<file path="src/rtl/seg7_scan_driver.sv">
// seg7_scan_driver
//   Converts a 14-bit binary value to four BCD digits using a sequential
//   shift-add-3 (double-dabble) FSM. The result is held in display registers
//   and time-multiplexed onto a shared 4-bit digit bus with active-low anodes.
//
// Optional feature macro: LEADING_ZERO_BLANK_EN
//   When defined, a scanned digit that is 0, and whose more-significant digits
//   are also 0, is driven as 4'hF (all segments off). d0 is never blanked.
//
// Parameters:
//   REFRESH_DIV  clk cycles per digit slot (2..2^20)
//
// Ports:
//   i_clk    system clock, rising edge
//   i_rst    synchronous active-high reset
//   i_value  unsigned value to display
//   i_load   single-cycle convert request (ignored while o_busy)
//   o_busy   conversion in progress
//   o_done   one-cycle pulse after the display registers update
//   o_ovf    last accepted value exceeded 9999 and was clamped
//   o_digit  BCD code of the enabled digit
//   o_an     active-low one-hot anode enables, o_an[0] = ones digit
module seg7_scan_driver #(
    parameter int unsigned REFRESH_DIV = 100000
) (
    input  logic        i_clk,
    input  logic        i_rst,
    input  logic [13:0] i_value,
    input  logic        i_load,
    output logic        o_busy,
    output logic        o_done,
    output logic        o_ovf,
    output logic [3:0]  o_digit,
    output logic [3:0]  o_an
);

    localparam int unsigned PsW = (REFRESH_DIV > 2) ? $clog2(REFRESH_DIV) : 1;
    localparam logic [PsW-1:0] PsLast = PsW'(REFRESH_DIV - 1);

    typedef enum logic [1:0] {
        StIdle,
        StShift,
        StCommit
    } state_e;

    state_e      r_state;
    state_e      w_state_next;
    logic [13:0] r_bin;
    logic [15:0] r_bcd;
    logic [3:0]  r_cnt;
    logic        r_ovf_pend;
    logic        r_done;
    logic        r_ovf;
    logic [15:0] r_disp;
    logic [PsW-1:0] r_ps;
    logic [1:0]  r_idx;

    logic [13:0] w_clamped;
    logic [15:0] w_bcd_adj;
    logic [15:0] w_bcd_sh;
    logic [13:0] w_bin_sh;
    logic [3:0]  w_sel;

    assign w_clamped = (i_value > 14'd9999) ? 14'd9999 : i_value;

    // Add-3 correction on every nibble >= 5 before the shift.
    always_comb begin
        w_bcd_adj = r_bcd;
        for (int i = 0; i < 4; i++) begin
            if (r_bcd[i*4 +: 4] >= 4'd5) begin
                w_bcd_adj[i*4 +: 4] = r_bcd[i*4 +: 4] + 4'd3;
            end
        end
    end

    assign {w_bcd_sh, w_bin_sh} = {w_bcd_adj, r_bin} << 1;

    // Next-state logic
    always_comb begin
        w_state_next = r_state;
        unique case (r_state)
            StIdle:   if (i_load) w_state_next = StShift;
            StShift:  if (r_cnt == 4'd13) w_state_next = StCommit;
            StCommit: w_state_next = StIdle;
            default:  w_state_next = StIdle;
        endcase
    end

    always_ff @(posedge i_clk) begin
        if (i_rst) begin
            r_state <= StIdle;
        end else begin
            r_state <= w_state_next;
        end
    end

    // Conversion datapath and display registers
    always_ff @(posedge i_clk) begin
        if (i_rst) begin
            r_bin      <= '0;
            r_bcd      <= '0;
            r_cnt      <= '0;
            r_ovf_pend <= 1'b0;
            r_done     <= 1'b0;
            r_ovf      <= 1'b0;
            r_disp     <= '0;
        end else begin
            r_done <= 1'b0;
            unique case (r_state)
                StIdle: begin
                    if (i_load) begin
                        r_bin      <= w_clamped;
                        r_ovf_pend <= (i_value > 14'd9999);
                        r_bcd      <= '0;
                        r_cnt      <= '0;
                    end
                end
                StShift: begin
                    r_bcd <= w_bcd_sh;
                    r_bin <= w_bin_sh;
                    r_cnt <= r_cnt + 4'd1;
                end
                StCommit: begin
                    r_disp <= r_bcd;
                    r_ovf  <= r_ovf_pend;
                    r_done <= 1'b1;
                end
                default: ;
            endcase
        end
    end

    // Free-running scan, independent of the conversion FSM.
    always_ff @(posedge i_clk) begin
        if (i_rst) begin
            r_ps  <= '0;
            r_idx <= '0;
        end else if (r_ps == PsLast) begin
            r_ps  <= '0;
            r_idx <= r_idx + 2'd1;
        end else begin
            r_ps <= r_ps + 1'b1;
        end
    end

    assign w_sel  = r_disp[{r_idx, 2'b00} +: 4];
    assign o_an   = ~(4'b0001 << r_idx);
    assign o_busy = (r_state != StIdle);
    assign o_done = r_done;
    assign o_ovf  = r_ovf;

`ifdef LEADING_ZERO_BLANK_EN
    logic w_blank;

    always_comb begin
        w_blank = 1'b0;
        unique case (r_idx)
            2'd3:    w_blank = (r_disp[15:12] == 4'd0);
            2'd2:    w_blank = (r_disp[15:8] == 8'd0);
            2'd1:    w_blank = (r_disp[15:4] == 12'd0);
            default: w_blank = 1'b0;
        endcase
    end

    assign o_digit = w_blank ? 4'hF : w_sel;
`else
    assign o_digit = w_sel;
`endif

endmodule
</file>
<file path="config.mk">
export PLATFORM = sky130hd
export DESIGN_NAME = seg7_scan_driver
export DESIGN_NICKNAME = d
export VERILOG_FILES = /design/src/rtl/seg7_scan_driver.sv
export SDC_FILE = /design/constraint.sdc
export NUM_CORES = 1
export LEC_CHECK = 0
export CAP_MARGIN = 20
export CORE_UTILIZATION = 42
export DETAILED_ROUTE_END_ITERATION = 12
export PLACE_DENSITY_LB_ADDON = 0.1
export SETUP_SLACK_MARGIN = 0.1
export SLEW_MARGIN = 10
export SYNTH_ARGS = -nofsm -noshare
export SYNTH_HDL_FRONTEND = slang
export SYNTH_SLANG_ARGS = --single-unit
</file>
<file path="constraint.sdc">
create_clock -name i_clk -period 2.11 [get_ports i_clk]
set_input_delay 0.422 -clock i_clk [delete_from_list [all_inputs] [get_ports i_clk]]
set_output_delay 0.422 -clock i_clk [all_outputs]
set_load 0.02 [all_outputs]
</file>
==> results.toml, run 1 <==
[logic_synthesis]
synth_top_area_share_pct = 42.3
synth-seq-cells = 74
post-synth-top-count-cell = "dfxtp_1"
ys.flop_type = "dfxtp_1"
synth_xor_area_share_pct = 5.76
synthTopCellsByArea = "dfxtp_1, a21oi_1, nand2_1"
synth_compound_area_share_pct = 14.1
synth_area_um2 = 3500
syn_area_per_cell_um2 = 8.93
synth-edff-count = 0
synth_fp_nets = 424
synth-async-reset-ratio_pct = 0
synthCells = 392
yosysTopAreaCell = "dfxtp_1"
synth_top_family_by_area = "simple AND/OR/NAND/NOR gates"
synth.distinct_cells = 46
synthAdderAreaFrac_pct = 5.36
synth-simple-area-share_pct = 22.2
synthMuxAreaShare_pct = 4.33
yosysSeqAreaShare_pct = 42.3
synthTopCellsByCount = "dfxtp_1, nand2_1, a21oi_1"
synth_warnings = 0

[min_path]
min_from = "r_bin[1]"
min_path_type = "flip-flop to flip-flop"

[global_route]
overflow = 0
antenna_found_initial = 0
grt_pass1_wl_mm = 12.2
busiest_layer = "met2"
grt_max_degree = 24
use_met2_pct = 30.7
grt_use_met1_pct = 22.1
grt_pass1_vias = 2610
grt_use_total_pct = 18.1
use_met3_pct = 5.12

[critical_path]
worst_setup_path_end_kind = "output port"
r2r_slack_ps = 430
worstSetupPathType = "flip-flop to output port"
crit_fanout = 6
reg2reg_from = "r_ps[0]"
reg2reg_to = "r_ps[15]"
cp.required_ps = 1690
reg2reg_depth = 6
critPathLaunch = "r_idx[0]"
endpoint = "o_digit[0]"
worstPathArrival_ps = 1560
cp-start-kind = "flip-flop"

[detailed_routing]
viasPerCell = 5.19
wirelength_mm = 7.20
ant_nets = 0
first_iter_violations = 131
drc_errors = 0
vias = 2743
dr.pass1.iters = 4
wl_per_cell_um = 13.6

[clock_network]
htree_levels = 3
cts_tree = "yes"
clkLatencyLatePin_ps = 340
ctsResizeCount = 17
cts_setup_buffers = 0
clockBufferDepth = 2
numCtsBuffers = 9
postCtsHoldBufs = 0
clk_pin_slew_worst_paths_ps = 70
cts.sinks = 74
cts_root_buffer = "clkbuf_8"

[place]
dp_slack_ps = 86.3
gp_congestion = 0.781
dp_hpwl_mm = 5.09
portBuffers = 27

[status]
status = "completed"

[timing]
period_share_pct = 93.9
max_slew_margin_pct = 66.8
fin_skew_ps = 9.38
fmax_mhz = 505
rsz0062_at_grt = "true"
setup_ws_ps = 129
hold_viol_final = 0
min_period_ps = 1980
maxSlewViolCount = 0
tightest_slew_ps = 497
setup_tns_ps = 0
finalSetupViolCount = 0
hold_slack_ps = 451

[final_layout]
fin_nets = 456
layout-drive-gt1-share_pct = 12.4
antenna_cells = 0
utilization_pct = 51.1
synthToLayoutAreaGrowth_pct = 15.1

[pwr]
p_per_area_nw_per_um2 = 671
leakagePower_nw = 1.43
finalPower_w = 0.00270
max-vdd-ir-drop_mv = 0.611

[die]
start_util_pct = 44.4
io_pins = 28
die_w_um = 93.3
die_h_um = 93.3
dieArea_um2 = 8700
core-area_um2 = 7890
fp-row-count = 32

[run]
maxCapViolations = 0
## layout by cell type, fill, tap and decap left out, types with 11 or more instances in the layout
cell type,Yosys,layout
dfxtp_1,74,70
nand2_1,52,52
a21oi_1,43,43
nor2_1,31,31
inv_1,19,19
clkdlybuf4s50_1,0,17
xnor2_1,16,16
ha_1,15,15
buf_4,3,15
nand3_1,14,14
nor3_1,11,11
## per-stage QoR
step | std cells | area (µm²)
final | 529 | 4030
after detailed placement | 515 | 3870
after global routing | 529 | 4030
after global placement | 515 | 3870
after CTS | 529 | 4040
after floorplan | 392 | 3500
## state kept, by name, indices dropped and copies added (netlist names)
| name | flops |
|---|---|
| r_ps | 17 |
| r_bcd | 16 |
| r_disp | 16 |
| r_bin | 14 |
| r_cnt | 4 |
| r_idx | 2 |
| r_state | 2 |
| o_done | 1 |
| o_ovf | 1 |
| r_ovf_pend | 1 |
## cell families (layout without fill, tap and decap cells)
family / count (synthesis) / in the layout
simple gates: 150 / 150
compound gates: 80 / 80
flops: 74 / 74
buf+inv: 40 / 75
xor+xnor: 23 / 23
fa+ha+maj: 15 / 15
mux: 10 / 10
## where the power goes
part / internal [W] / switching (W) / total (W)
Clock: 0.000532 / 0.000491 / 0.00102
Combinational: 0.0000967 / 0.000126 / 0.000223
Sequential: 0.00143 / 0.0000272 / 0.00146
## worst min-delay path by stage
stage	to	cells after the start	slack [ps]
2_1_floorplan	r_bin[1]	2	430
3_3_place_gp	r_bin[1]	2	440
3_5_place_dp	r_bin[2]	2	440
4_1_cts	r_bin[2]	2	450
5_1_grt	r_bin[10]	2	480
6_report	r_bin[1]	2	450
## critical path: stages (launching register included)
cell and delay [ps]:
dfxtp_4 400, mux4_2 510, clkdlybuf4s15_1 300
## cell type report
| type | count | area (µm²) |
|---|---|---|
| Sequential cell | 74 | 1490 |
| Inverter | 19 | 71.3 |
| Clock inverter | 3 | 42.5 |
| Multi-Input combinational cell | 278 | 1810 |
| Timing Repair Buffer | 42 | 357 |
| Clock buffer | 11 | 131 |
| Fill cell | 756 | 3860 |
| Tap cell | 102 | 128 |
## per-layer routing
metal,wire length [µm],vias to the layer above
met4,93,0
met5,0,-
met3,230,7
met2,3460,27
met1,3410,1288
li1,-,1421
(Power assumes the default switching activity.)
==> run 2, diff against run 1 <==
- SKIP_CTS_REPAIR_TIMING: unset -> 1
==> results.toml, run 2 (synthesis results as in run 1) <==
[critical_path]
cp.required_ps = 1690
worstSetupPathType = "flip-flop to output port"
crit_fanout = 6
critPathLaunch = "r_idx[0]"
reg2reg_depth = 6
r2r_slack_ps = 430
worstPathArrival_ps = 1480
worst_setup_path_end_kind = "output port"
reg2reg_from = "r_ps[0]"
cp-start-kind = "flip-flop"
reg2reg_to = "r_ps[15]"

[timing]
period_share_pct = 90.0
fin_skew_ps = 8.56
max_slew_margin_pct = 66.8
tightest_slew_ps = 497
min_period_ps = 1900
hold_viol_final = 0
maxSlewViolCount = 0
fmax_mhz = 526
finalSetupViolCount = 0
rsz0062_at_grt = "false"

[global_route]
grt_pass1_wl_mm = 12.2
grt_max_degree = 24
antenna_found_initial = 0
overflow = 0
grt_use_total_pct = 18.1
grt_pass1_vias = 2601

[final_layout]
multiInputGateArea_um2 = 1810
largest_reg_flops = 17
regMostFlops = "r_ps"
fill_cells = 750
layout-drive-gt1-share_pct = 11.7
instances_no_fill = 529
reg_top3 = "r_ps x17, r_bcd x16, r_disp x16"
final_area_um2 = 4070
synthToLayoutAreaGrowth_pct = 16.4
seqCellArea_um2 = 1490
fin_nets = 456
final_common_cell = "dfxtp_1"
antenna_cells = 0
final_cell_mix = "dfxtp_1, nand2_1, a21oi_1"

[clock_network]
cts.sinks = 74
htree_levels = 3
clockBufferDepth = 2
cts_root_buffer = "clkbuf_8"
clk_pin_slew_worst_paths_ps = 70
cts_tree = "yes"
clkLatencyLatePin_ps = 340
numCtsBuffers = 9

[detailed_routing]
wirelength_mm = 7.25
viasPerCell = 5.19
first_iter_violations = 128
ant_nets = 0
vias = 2746
drc_errors = 0
dr.pass1.iters = 4
wl_per_cell_um = 13.7

[pwr]
leakagePower_nw = 1.53
p_per_area_nw_per_um2 = 664
max-vdd-ir-drop_mv = 0.611

[place]
portBuffers = 27
gp_congestion = 0.781
dp_hpwl_mm = 5.09
postPlaceCellArea_um2 = 3870
dp_cells = 515

[die]
dieArea_um2 = 8700
die_h_um = 93.3
start_util_pct = 44.4
io_pins = 28
core-area_um2 = 7890
fp-row-count = 32
die_w_um = 93.3

[status]
status = "completed"

[min_path]
min_from = "r_bin[1]"
hold_end = "r_bin[1]"
min_path_type = "flip-flop to flip-flop"
whs_path_depth = 2

[run]
maxCapViolations = 0
==> run 2: cell types whose count changed in the layout (fill, tap and decap cells not counted), sizes merged <==
cell / previous run / this run
dlygate4sd2: 5 / 0
clkbuf: 14 / 11
clkdlybuf4s15: 1 / 0
dlymetal6s2s: 0 / 9
==> run 2: cell type report <==
type,count,share of cell area [%]
multi-input combinational,278,44.5
sequential,74,36.6
timing repair buffer,42,9.83
clock buffer,11,3.23
tap,102,3.13
inverter,19,1.75
clock inverter,3,1.04
==> run 2: where the power goes <==
group | internal, W | switching (W)
Sequential | 0.00143 | 0.0000273
Clock | 0.000532 | 0.000492
Combinational | 0.0000975 | 0.000127
==> run 2: metrics by stage <==
stage	hold WS (ps)	setup WS, ps	TNS, ps	utilization (%)	power (W)
6_report	451	210	0	51.6	0.00270
5_1_grt	476	147	0	51.6	0.00283
4_1_cts	454	-307	-1820	51.3	0.00274
3_5_place_dp	444	86.3	0	49.0	0.00171
3_3_place_gp	442	82.9	0	49.0	0.00171
2_1_floorplan	432	472	0	-	0.00164
==> run 2: critical path: stages, from the launching register on <==
cell and delay, ps:
dfxtp_4 400, mux4_2 510, dlymetal6s2s_1 220
==> run 2: worst max-delay path by stage <==
stage / to / slack, ps / depth (start not counted)
2_1_floorplan: o_digit[0] / 470 / 2
3_3_place_gp: o_digit[0] / 80 / 2
3_5_place_dp: o_digit[0] / 90 / 2
4_1_cts: o_digit[0] / -310 / 2
5_1_grt: o_digit[3] / 150 / 2
6_report: o_digit[0] / 210 / 2
==> run 2: per-layer routing <==
| layer | vias up | wire [µm] | track usage (%) |
|---|---|---|---|
| met5 | - | 0 | 0 |
| met4 | 0 | 93 | 5.77 |
| met3 | 6 | 189 | 5.12 |
| met2 | 26 | 3510 | 30.3 |
| met1 | 1292 | 3460 | 22.3 |
| li1 | 1422 | - | - |
==> run 3, diff against run 2 <==
- DONT_BUFFER_PORTS: unset -> 1
==> results.toml, run 3 (synthesis results as in run 1) <==
[final_layout]
seqCellArea_um2 = 1480
final_cell_mix = "dfxtp_1, nand2_1, a21oi_1"
final_common_cell = "dfxtp_1"
utilization_pct = 48.3
instances_no_fill = 497
antenna_cells = 0
largest_reg_flops = 17
regMostFlops = "r_ps"
fill_cells = 740
layout-drive-gt1-share_pct = 10.6
multiInputGateArea_um2 = 1810
synthToLayoutAreaGrowth_pct = 8.80
fin_nets = 422
reg_top3 = "r_ps x17, r_bcd x16, r_disp x16"

[detailed_routing]
dr.pass1.iters = 4
wirelength_mm = 7.23
ant_nets = 0
first_iter_violations = 117
viasPerCell = 5.32
drc_errors = 0
vias = 2644
wl_per_cell_um = 14.6

[place]
gp_congestion = 0.762
dp_hpwl_mm = 4.88
portBuffers = 0
dp_cells = 481

[run]
maxCapViolations = 0

[clock_network]
cts_root_buffer = "clkbuf_8"
clkLatencyLatePin_ps = 350
htree_levels = 3
clockBufferDepth = 2
clk_pin_slew_worst_paths_ps = 90
numCtsBuffers = 9
cts_tree = "yes"
cts.sinks = 74

[status]
status = "completed"

[timing]
finalSetupViolCount = 0
hold_viol_final = 0
maxSlewViolCount = 0
tightest_slew_ps = 603
setup_tns_ps = 0
max_slew_margin_pct = 59.4
fin_skew_ps = 12.6
period_share_pct = 86.4
rsz0062_at_grt = "false"
fmax_mhz = 548
min_period_ps = 1820

[die]
fp-row-count = 32
dieArea_um2 = 8700
die_h_um = 93.3
core-area_um2 = 7890
io_pins = 28
die_w_um = 93.3
start_util_pct = 44.4

[pwr]
p_sw_share_pct = 23.0
leakagePower_nw = 1.33
pwr-share-clk_pct = 45.3
combPwrFrac_pct = 5.7
pwr-share-seq_pct = 49.1
max-vdd-ir-drop_mv = 0.286
p_sw_w = 0.000682
p_per_area_nw_per_um2 = 779
p_int_w = 0.00228

[critical_path]
cp_cell_sequence = "mux4_2"
crit_fanout = 7
cp-start-kind = "flip-flop"
slowest_stage = "mux4_2"
cp_slowest_stage_delay_ps = 610
worst_setup_path_end_kind = "output port"
worstSetupPathType = "flip-flop to output port"
cp.required_ps = 1690
cp.buffers_inverters = 0
worstPathArrival_ps = 1400
path_delay_family = "multiplexers"

[global_route]
overflow = 0
antenna_found_initial = 0
grt_pass1_vias = 2564
grt_use_total_pct = 18.5
grt_pass1_wl_mm = 12.5
grt_max_degree = 55

[min_path]
min_path_type = "input port to flip-flop"
run 3: changes by cell type in the layout (fill, tap and decap cells not counted), sizes merged:
cell / previous run / this run
buf: 16 / 8
bufinv: 1 / 3
clkbuf: 11 / 10
clkdlybuf4s50: 17 / 0
clkinv: 1 / 2
dlymetal6s2s: 9 / 0
run 3: through the flow:
| step | setup slack, ps | instance area, µm² | total power (W) | hold WS, ps |
|---|---|---|---|---|
| floorplan | 472 | 3500 | 0.00164 | 432 |
| global placement | 468 | 3560 | 0.00165 | 437 |
| detailed placement | 450 | 3560 | 0.00166 | 440 |
| CTS | 116 | 3810 | 0.00300 | 111 |
| global route | 207 | 3810 | 0.00308 | 105 |
| finish | 286 | 3810 | 0.00297 | 132 |
run 3: final cells by class:
class	instances	share of cell area, %
clock inverters	6	3.02
flip-flops and latches	74	38.9
well taps	102	3.35
clock buffers	10	3.35
inverters	19	1.87
multi-input cells	278	47.6
repair buffers	8	1.91
run 3: power by group through the flow:
stage               registers (W)  logic (W)  clock network (W)
finish                    0.00146   0.000168            0.00134
detailed placement        0.00149   0.000169                  0
floorplan                 0.00148   0.000158                  0
global placement          0.00149   0.000166                  0
CTS                       0.00146   0.000170            0.00138
global route              0.00146   0.000191            0.00143
run 3: final timing paths:
path | start | to | slack (ps) | depth (start not counted)
min | i_rst | o_done | 130 | 1
min reg2reg | r_disp[5] | r_disp[5] | 450 | 2
max reg2reg | r_ps[0] | r_ps[11] | 450 | 6
max | r_idx[0] | o_digit[0] | 290 | 1
run 3: per-layer routing:
| layer | vias to the layer above | GRT usage (%) | share of wire (%) |
|---|---|---|---|
| met4 | 0 | 7.95 | 1.1 |
| met1 | 1248 | 24.2 | 48 |
| met3 | 8 | 3.98 | 3.5 |
| met5 | - | 0 | 0 |
| li1 | 1356 | - | - |
| met2 | 32 | 29.2 | 47 |
